$ cat config.mk
export PLATFORM = sky130hd
export DESIGN_NAME = regfile_sb
export DESIGN_NICKNAME = d
export VERILOG_FILES = /design/src/rtl/regfile_sb.sv
export SDC_FILE = /design/constraint.sdc
export NUM_CORES = 1
export LEC_CHECK = 0
export BUFFER_PORTS_ARGS = -buffer_cell sky130_fd_sc_hd__buf_4
export CAP_MARGIN = 20
export CORE_ASPECT_RATIO = 0.9
export CORE_MARGIN = 5
export CORE_UTILIZATION = 35
export CTS_BUF_LIST = sky130_fd_sc_hd__clkbuf_8
export DETAILED_ROUTE_END_ITERATION = 12
export PLACE_DENSITY = 0.53
export SLEW_MARGIN = 30
export SYNTH_ARGS = -nofsm -noshare
export SYNTH_HDL_FRONTEND = slang
export SYNTH_SLANG_ARGS = --single-unit
$ cat constraint.sdc
create_clock -name clk -period 8.9 [get_ports clk]
set_input_delay 1.335 -clock clk [delete_from_list [all_inputs] [get_ports clk]]
set_output_delay 1.335 -clock clk [all_outputs]
set_load 0.02 [all_outputs]
$ cat src/rtl/regfile_sb.sv
// Parametrised IITB-RISC register file: two combinational read ports, one writeback port,
// a dedicated PC port and a per-register pending-write scoreboard for RAW hazard detection.
module regfile_sb #(
    parameter int unsigned DATA_W  = 16,
    parameter int unsigned ADDR_W  = 3,
    parameter int unsigned PEND_W  = 2,
    parameter bit          ZERO_R0 = 1'b0,
    parameter bit          BYPASS  = 1'b1,
    parameter int unsigned PC_REG  = 7
) (
    input  logic                    clk,
    input  logic                    rst,
    input  logic                    wr_en,
    input  logic [ADDR_W-1:0]       wr_addr,
    input  logic [DATA_W-1:0]       wr_data,
    input  logic [ADDR_W-1:0]       rd_addr_a,
    output logic [DATA_W-1:0]       rd_data_a,
    output logic                    rd_pend_a,
    input  logic [ADDR_W-1:0]       rd_addr_b,
    output logic [DATA_W-1:0]       rd_data_b,
    output logic                    rd_pend_b,
    input  logic                    iss_en,
    input  logic [ADDR_W-1:0]       iss_addr,
    output logic                    iss_full,
    input  logic                    pc_wr_en,
    input  logic [DATA_W-1:0]       pc_wr_data,
    output logic [DATA_W-1:0]       pc_out,
    output logic [(2**ADDR_W)-1:0]  pend_vec
);

    localparam int unsigned       DEPTH   = 2**ADDR_W;
    localparam logic [PEND_W-1:0] CNT_MAX = {PEND_W{1'b1}};
    localparam logic [PEND_W-1:0] CNT_ONE = PEND_W'(1);
    localparam logic [ADDR_W-1:0] PC_IDX  = ADDR_W'(PC_REG);

    logic [DATA_W-1:0] mem [DEPTH];
    logic [PEND_W-1:0] cnt [DEPTH];

    logic              wr_ok;
    logic              wr_to_pc;
    logic              pc_wr_go;
    logic [DEPTH-1:0]  inc;
    logic [DEPTH-1:0]  dec;

    logic [ADDR_W-1:0] rd_addr [2];
    logic [DATA_W-1:0] rd_data [2];
    logic              rd_pend [2];

    assign wr_ok    = wr_en && !(ZERO_R0 && (wr_addr == '0));
    assign wr_to_pc = wr_en && (wr_addr == PC_IDX);
    assign pc_wr_go = pc_wr_en && !wr_to_pc;

    // Register array; writeback data wins over the PC port on a collision
    always_ff @(posedge clk or posedge rst) begin
        if (rst) begin
            for (int unsigned i = 0; i < DEPTH; i++) mem[i] <= '0;
        end else begin
            if (pc_wr_go) mem[PC_IDX] <= pc_wr_data;
            if (wr_ok)    mem[wr_addr] <= wr_data;
        end
    end

    assign iss_full = (cnt[iss_addr] == CNT_MAX) && !(ZERO_R0 && (iss_addr == '0));

    always_comb begin
        inc = '0;
        dec = '0;
        for (int unsigned i = 0; i < DEPTH; i++) begin
            inc[i] = iss_en && (iss_addr == ADDR_W'(i)) && !iss_full && !(ZERO_R0 && (i == 0));
            dec[i] = wr_en && (wr_addr == ADDR_W'(i)) && (cnt[i] != '0);
        end
    end

    // Pending counters: simultaneous issue and retire cancel out
    always_ff @(posedge clk or posedge rst) begin
        if (rst) begin
            for (int unsigned i = 0; i < DEPTH; i++) cnt[i] <= '0;
        end else begin
            for (int unsigned i = 0; i < DEPTH; i++) begin
                if (inc[i] && !dec[i])      cnt[i] <= cnt[i] + CNT_ONE;
                else if (dec[i] && !inc[i]) cnt[i] <= cnt[i] - CNT_ONE;
            end
        end
    end

    assign rd_addr[0] = rd_addr_a;
    assign rd_addr[1] = rd_addr_b;

    // Read ports with optional forwarding from this cycle's writeback or PC update
    always_comb begin
        for (int p = 0; p < 2; p++) begin
            rd_data[p] = mem[rd_addr[p]];
            rd_pend[p] = (cnt[rd_addr[p]] != '0);
            if (ZERO_R0 && (rd_addr[p] == '0)) begin
                rd_data[p] = '0;
            end else if (BYPASS && wr_ok && (wr_addr == rd_addr[p])) begin
                rd_data[p] = wr_data;
            end else if (BYPASS && (rd_addr[p] == PC_IDX) && pc_wr_en && !wr_to_pc) begin
                rd_data[p] = pc_wr_data;
            end
            if (BYPASS && (cnt[rd_addr[p]] == CNT_ONE) && wr_en && (wr_addr == rd_addr[p])) begin
                rd_pend[p] = 1'b0;
            end
        end
    end

    assign rd_data_a = rd_data[0];
    assign rd_data_b = rd_data[1];
    assign rd_pend_a = rd_pend[0];
    assign rd_pend_b = rd_pend[1];
    assign pc_out    = mem[PC_IDX];

    always_comb begin
        pend_vec = '0;
        for (int unsigned i = 0; i < DEPTH; i++) pend_vec[i] = (cnt[i] != '0);
    end

endmodule
==> metrics.md, run 1 <==
| Metric | Value |
|---|---|
| Status | `complete, no violations` |
| Routed Antenna Nets | `0` |
| Row count | `56` |
| Fmax | `roughly 0.20 GHz` |
| Initial antenna violation count | `0` |
| Setup tns final | `0 ns` |
| Final clock period utilization by the worst path | `56.5%` |
| DR pass1 iterations | `5` |
| Postcts setup bufs | `0` |
| Vias in the first global route | `around 6.6k` |
| Pin count of the biggest net entering global routing | `93` |
| Max-Cap Viols | `0` |
| Worst-path fanout max | `38` |
| Critical path class | `input pin to output port` |
| WL final | `about 26 mm` |
| DRC violations left | `0` |
| RSZ-0062 raised after global routing | `no` |
| GP Congestion | `between 0.7 and 0.8` |
| Synth Net Count | `728` |
| Worst-Skew Late Latency | `between 0.4 and 0.5 ns` |
| Register area share after synthesis | `39.3%` |
| ANT cells | `0` |
| Skew final | `0.00364 ns` |
| Critical Path RT | `7.57 ns` |
| Layout overhead on the synthesized area | `13.6%` |
| CTS Hold Bufs | `0` |
| Die ar. | `roughly 30000 um^2` |
| CORE AREA | `25900 um^2` |
| Height of the die | `between 150 and 200 um` |
| CTS tree | `done` |
| # clock sinks | `roughly 140` |
| Final worst slack | `between 3 and 4 ns` |
| Mapped cell area | `between 9000 and 10000 um^2` |
| GR Util All Layers | `approximately 18%` |
| CP Capture Type | `output port` |
| Post-synth EDFFs | `0` |
| Max_slew headroom | `48.7%` |
| Fraction of registers with async set or reset after synthesis | `between 90% and 100%` |
| Max Slew Vio Count | `0` |
| Mean Syn Cell Area | `13.7 um^2` |
| Synth cell types | `35` |
| Maximum vdd ir drop | `0.0000886 V` |
| Number of DRC markers in iteration 0 | `550` |
| Final Hold Fails | `0` |
| Worst hold path class | `flip-flop to flip-flop` |
| Die X | `about 180 um` |
| Period minus WS final | `5.03 ns` |
| Pwr dens | `about 230 nW/um^2` |
| H-Tree Depth | `4` |
| Fraction of layout cells with a size suffix above 1 | `~42%` |
| Mapped Cells | `about 670` |
| Layout Utilization | `40.1%` |
| Total global routing overflow | `0` |
| Final count of negative-setup-slack endpoints | `0` |
| Top_reg_cell synth | `dfrtp_1` |
| Most used cell, CP | `buf_4` |
| Worst Setup Start Kind | `input pin` |
| Drt via density | `roughly 5.7` |
| Max clock buf depth | `2` |
| Place WS | `approximately 3.9 ns` |
| Root Buffer | `clkbuf_8` |
| WL per Instance | `23.8 um` |
| Via count | `6136` |
| First-pass GRT wire length | `~40 mm` |
| Crit-path slowest cell | `buf_4` |
| Clock Pin Slew Worst Setup and Hold Paths | `about 0.10 ns` |
| Worst-path cell chain | `buf_4, xnor2_1, and4_1, buf_4, nor3_1, a221o_1, buf_4` |
| Resized cells post-CTS | `0` |
| Post-DP HPWL | `roughly 16 mm` |
| Worst slew pin tran | `approximately 0.77 ns` |
| Fin nets | `approximately 780` |
| Synth Register Bits | `between 100 and 150` |
| Yosys warning total | `0` |
| CP max stage delay | `just under 0.6 ns` |
| IO Count | `108` |
| I/O Buffers | `107` |
| Total CTS buffers | `17` |
| Initial Util | `between 30% and 40%` |
| WP data arrival | `3.70 ns` |
| Leakage | `between 4 and 5 nW` |
-- where the power goes --
part	total, mW	internal (mW)	switching [mW]
registers	0.965	0.813	0.152
clock network	0.569	0.290	0.279
logic	0.837	0.460	0.377
total	2.37	1.56	0.808
-- cells in the final DEF (no fill, tap or decap), drive strengths merged --
master	count
xor2	16
a221o	32
nand2	11
nor2b	3
clkinvlp	1
ha	8
dfrtp	144
o21ai	4
xnor2	14
mux4	73
nand4	5
bufinv	3
and4	5
nor2	24
nand2b	5
nand4b	3
nor3	34
buf	121
mux2i	50
inv	8
nor4b	1
nor3b	2
or2	8
clkbuf	18
a21oi	20
clkinv	4
nor4	4
nand3	4
mux2	112
-- area by class of cell --
class                      instances  area [um^2]
clock buffer                      18          248
inverter                           3         16.3
tap                              348          435
timing repair buffer             121          921
fill                            2453        15500
multi-input combinational        438         5010
sequential                       144         3600
clock inverter                    13          176
-- synthesized netlist by cell type, types with 5 or more instances --
| cell | n | share of area (%) |
|---|---|---|
| mux2_2 | 112 | 14 |
| buf_12 | 6 | 1.3 |
| nor3_1 | 32 | 1.7 |
| nor2_1 | 24 | 0.98 |
| xnor2_1 | 14 | 1.3 |
| mux4_2 | 30 | 7.4 |
| or2_2 | 8 | 0.55 |
| buf_1 | 16 | 0.66 |
| mux4_1 | 43 | 12 |
| a21oi_1 | 20 | 1.1 |
| and4_1 | 5 | 0.48 |
| nand2_1 | 11 | 0.45 |
| dfrtp_1 | 144 | 39 |
| ha_1 | 8 | 1.1 |
| clkbuf_1 | 13 | 0.53 |
| buf_2 | 20 | 1.1 |
| a221o_1 | 32 | 3.5 |
| xor2_1 | 16 | 1.5 |
| mux2i_1 | 50 | 5.5 |
| buf_4 | 27 | 2.2 |
-- routing by layer --
layer	global-route usage, %	part of all wire, %
met1	23.8	45
met2	30.3	50
met3	3.38	4.0
met4	4.16	1.1
met5	0	0
-- critical path, delay by kind of cell --
family	cells	cell delay, ns
buffers and inverters	3	1.14
XOR/XNOR	1	0.22
AO/OA/AOI/OAI	1	0.29
AND/OR/NAND/NOR	2	0.69
-- state kept, by name, summed over array words and instances, names as in the netlist --
name	count
cnt	16
pc_out	16
mem	112
-- metrics by stage --
| stage | cells | instance area, um^2 | total power [mW] | hold WS [ns] |
|---|---|---|---|---|
| 6_report | 1085 | 10400 | 2.37 | 0.522 |
| 5_1_grt | 1085 | 10400 | 2.51 | 0.548 |
| 4_1_cts | 1084 | 10400 | 2.40 | 0.523 |
| 3_5_place_dp | 1053 | 9960 | 1.82 | 0.501 |
| 3_3_place_gp | 1053 | 9960 | 1.78 | 0.493 |
| 2_1_floorplan | 671 | 9160 | 1.54 | 0.485 |
-- kinds of logic (layout without fill, tap and decap cells) --
family          Yosys count  in the layout  share of synthesized area, %
fa+ha+maj                 8              8                          1.09
simple gates            109            109                          6.61
mux                     235            235                          38.9
buf+inv                  89            155                          6.38
xor+xnor                 30             30                          2.87
flops                   144            144                          39.3
compound gates           56             56                          4.81
-- worst paths after layout --
kind                                     start  cells past startpoint  slack [ns]              endpoint
min                        mem[43]$_DFFE_PP0P_                      1        0.52   mem[43]$_DFFE_PP0P_
min reg2reg                mem[43]$_DFFE_PP0P_                      1        0.52   mem[43]$_DFFE_PP0P_
max                               rd_addr_b[0]                      7        3.87         rd_data_b[13]
max in group asynchronous                  rst                      3        6.92   mem[22]$_DFFE_PP0P_
min in group asynchronous                  rst                      2        0.90  pc_out[12]$_DFF_PP0_
max reg2reg                cnt[10]$_DFFE_PP0P_                      7        7.19   cnt[15]$_DFFE_PP0P_
Power figures use the tool's default switching activity.
==> inputs of run 2 (changes only) <==
ABC_AREA = 1   (was not set)
PLACE_DENSITY = 0.55   (was 0.53)
clock period = 4.5 ns   (was 8.9 ns; I/O delays follow)
==> run 2 against run 1 <==
Against the previous run: count of clock-buffer cells in the layout is the same; clock skew is 0.0054 ns higher; worst setup slack got worse by 2.7 ns; power up 85%; final cell count rose by 81%; sequential share of layout area down 2.4 points; critical path depth rose by 4; critical endpoint is now rd_data_a[9]; largest power group unchanged.
==> metrics.md, run 2 <==
| Metric | Value |
|---|---|
| Drt via density | `~5.2` |
| Post-synth EDFFs | `0` |
| Max-Cap Viols | `0` |
| Worst-path fanout max | `38` |
| Final Hold Fails | `0` |
| WL final | `roughly 36 mm` |
| Initial antenna violation count | `2` |
| Fmax | `approximately 0.3 GHz` |
| Maximum vdd ir drop | `0.000281 V` |
| DR pass1 iterations | `7` |
| Switching Fraction | `roughly two fifths` |
| GR Util All Layers | `a little under a quarter` |
| Post-DP HPWL | `~23 mm` |
| Leakage | `5.64 nW` |
| Psw | `around 1.8 mW` |
| # clock sinks | `roughly 140` |
| WL per Instance | `around 18 um` |
| H-Tree Depth | `4` |
| Cell taking the most area after synthesis | `dfrtp_1` |
| Worst slew pin tran | `0.812 ns` |
| Mean Syn Cell Area | `approximately 6.3 um^2` |
| RSZ-0062 raised after global routing | `no` |
| Max Slew Vio Count | `0` |
| Worst hold path class | `input pin to asynchronous set/reset pin` |
| DRC violations left | `0` |
| Largest cells by area after synthesis | `dfrtp_1, nand2_1, nand3_1` |
| Fin nets | `approximately 1.6k` |
| Root Buffer | `clkbuf_8` |
| Synth Net Count | `1617` |
| Skew final | `between 0.009 and 0.01 ns` |
| Synth Register Bits | `roughly 140` |
| Mapped cell area | `roughly 9900 um^2` |
| Reg power frac | `~40%` |
| Worst-Skew Late Latency | `between 0.4 and 0.5 ns` |
| Commonest non-fill, non-tap cell in the layout | `nand2_1` |
| Fillers | `roughly 3k` |
| Worst Setup Start Kind | `input pin` |
| Via count | `approximately 10k` |
| GP Congestion | `~0.85` |
| Total CTS buffers | `17` |
| Total global routing overflow | `0` |
| Layout overhead on the synthesized area | `12.8%` |
| WP data arrival | `between 2 and 3 ns` |
| IO Count | `about 110` |
| Top_reg_cell synth | `dfrtp_1` |
| Most frequent cells in the layout | `nand2_1, nand3_1, inv_1` |
| Routed Antenna Nets | `0` |
| Max_slew headroom | `45.7%` |
| Post-synth top cells | `nand2_1, nand3_1, inv_1, dfrtp_1, o21ai_0` |
| Height of the die | `roughly 170 um` |
| Mapped Cells | `about 1.6k` |
| CP Capture Type | `output port` |
| Hold_ws | `~0.11 ns` |
| Layout Utilization | `40.0%` |
| Resized cells post-CTS | `0` |
| Synth cell types | `26` |
| Clock share of power | `between 20% and 30%` |
| Number of DRC markers in iteration 0 | `roughly 1.1k` |
| Most flop-heavy register | `mem` |
| Internal | `roughly 2.6 mW` |
| Max clock buf depth | `2` |
| Pin count of the biggest net entering global routing | `97` |
| Yosys warning total | `0` |
| Fraction of registers with async set or reset after synthesis | `100%` |
| Clock Pin Slew Worst Setup and Hold Paths | `about 0.10 ns` |
| Final count of negative-setup-slack endpoints | `0` |
| Critical path class | `input pin to output port` |
| I/O Buffers | `between 100 and 150` |
| Postcts setup bufs | `0` |
| Setup tns final | `0 ns` |
| Fraction of layout cells with a size suffix above 1 | `11.7%` |
| Largest register FFs | `~110` |
| CTS Hold Bufs | `0` |
| Register area share after synthesis | `between 30% and 40%` |
| Comb power frac | `35.0%` |
| Post-synth top area share | `about 36%` |
| Vias in the first global route | `9649` |
| Period minus WS final | `around 3.3 ns` |
| Initial Util | `roughly 35%` |
| CORE AREA | `about 28000 um^2` |
| Pwr dens | `393 nW/um^2` |
| Final clock period utilization by the worst path | `74.3%` |
| Most frequent cell after synthesis | `nand2_1` |
| Die X | `about 190 um` |
| CTS tree | `done` |
| Row count | `58` |
| First-pass GRT wire length | `56.7 mm` |
| Critical Path RT | `3.83 ns` |
| Die ar. | `about 32000 um^2` |
| Status | `complete, no violations` |
run 2: changes by cell type after synthesis, sizes merged, moves of 37 or more:
cell    previous run  this run
o21ai              4       148
mux2             112         0
nand3              4       268
mux4              73         0
nor2              24        86
mux2i             50         0
nand2             11       500
inv                3       197
clkbuf            14        51
run 2: cell families (layout without fill, tap and decap cells):
logic type	count (synthesis)	count (layout)	synth area share (%)
adders and majority gates	8	8	1.01
AOI/OAI and AO/OA	213	213	10.9
buffers and inverters	319	360	13.6
DFF	144	144	36.4
xor gates and xnor gates	16	16	1.42
and+or+nand+nor	860	860	36.7
other	0	2	0
run 2: power by group through the flow:
stage,combinational [mW],sequential [mW],clock [mW]
after floorplan,1.07,1.72,0
after global placement,1.52,1.77,0
after detailed placement,1.54,1.77,0
after CTS,1.54,1.75,1.12
after global routing,1.73,1.78,1.18
final,1.54,1.75,1.10
run 2: path summary, 6_finish.rpt:
path	from	end	slack (ns)	depth (start not counted)
max in group asynchronous	rst	mem[57]$_DFFE_PP0P_	3.53	3
hold / removal	rst	mem[61]$_DFFE_PP0P_	0.11	2
setup / recovery	rd_addr_a[0]	rd_data_a[9]	1.15	11
setup reg to reg	cnt[0]$_DFFE_PP0P_	cnt[9]$_DFFE_PP0P_	2.47	11
min in group clk	cnt[12]$_DFFE_PP0P_	cnt[12]$_DFFE_PP0P_	0.47	1
hold reg to reg	cnt[12]$_DFFE_PP0P_	cnt[12]$_DFFE_PP0P_	0.47	1
run 2: metrics by stage:
stage	setup slack [ns]	area (um^2)	total power, mW	cells
floorplan	2.02	9900	2.79	1560
global placement	1.21	10800	3.29	1929
detailed placement	1.19	10800	3.31	1929
CTS	1.19	11200	4.42	1961
global route	0.971	11200	4.70	1963
finish	1.15	11200	4.39	1963
run 2: per-layer routing:
| metal | wire (um) | vias up | track usage (%) | part of all wire (%) |
|---|---|---|---|---|
| met1 | 16400 | 4855 | 31.1 | 46 |
| met2 | 16400 | 381 | 36.3 | 46 |
| met3 | 2400 | 52 | 3.64 | 6.6 |
| met4 | 799 | 0 | 7.84 | 2.2 |
| li1 | - | 4957 | - | - |
| met5 | 0 | - | 0 | 0 |
run 2: cell type report:
class,count,area (um^2),area share [%]
antenna,2,5.00,0.0448
clock buffer,18,248,2.22
clock inverter,14,158,1.41
inverter,197,743,6.66
multi-input combinational,1097,4950,44.3
sequential,144,3600,32.3
tap,360,450,4.03
timing repair buffer,131,1010,9.03
run 2: worst max-delay path, cell delays in order:
cell,delay (ns)
buf_4,0.25
inv_2,0.54
nand2_1,0.10
nand2_1,0.08
nor2_1,0.04
nand2_1,0.06
buf_4,0.36
inv_1,0.19
nand2_1,0.11
nand2_1,0.08
buf_4,0.16
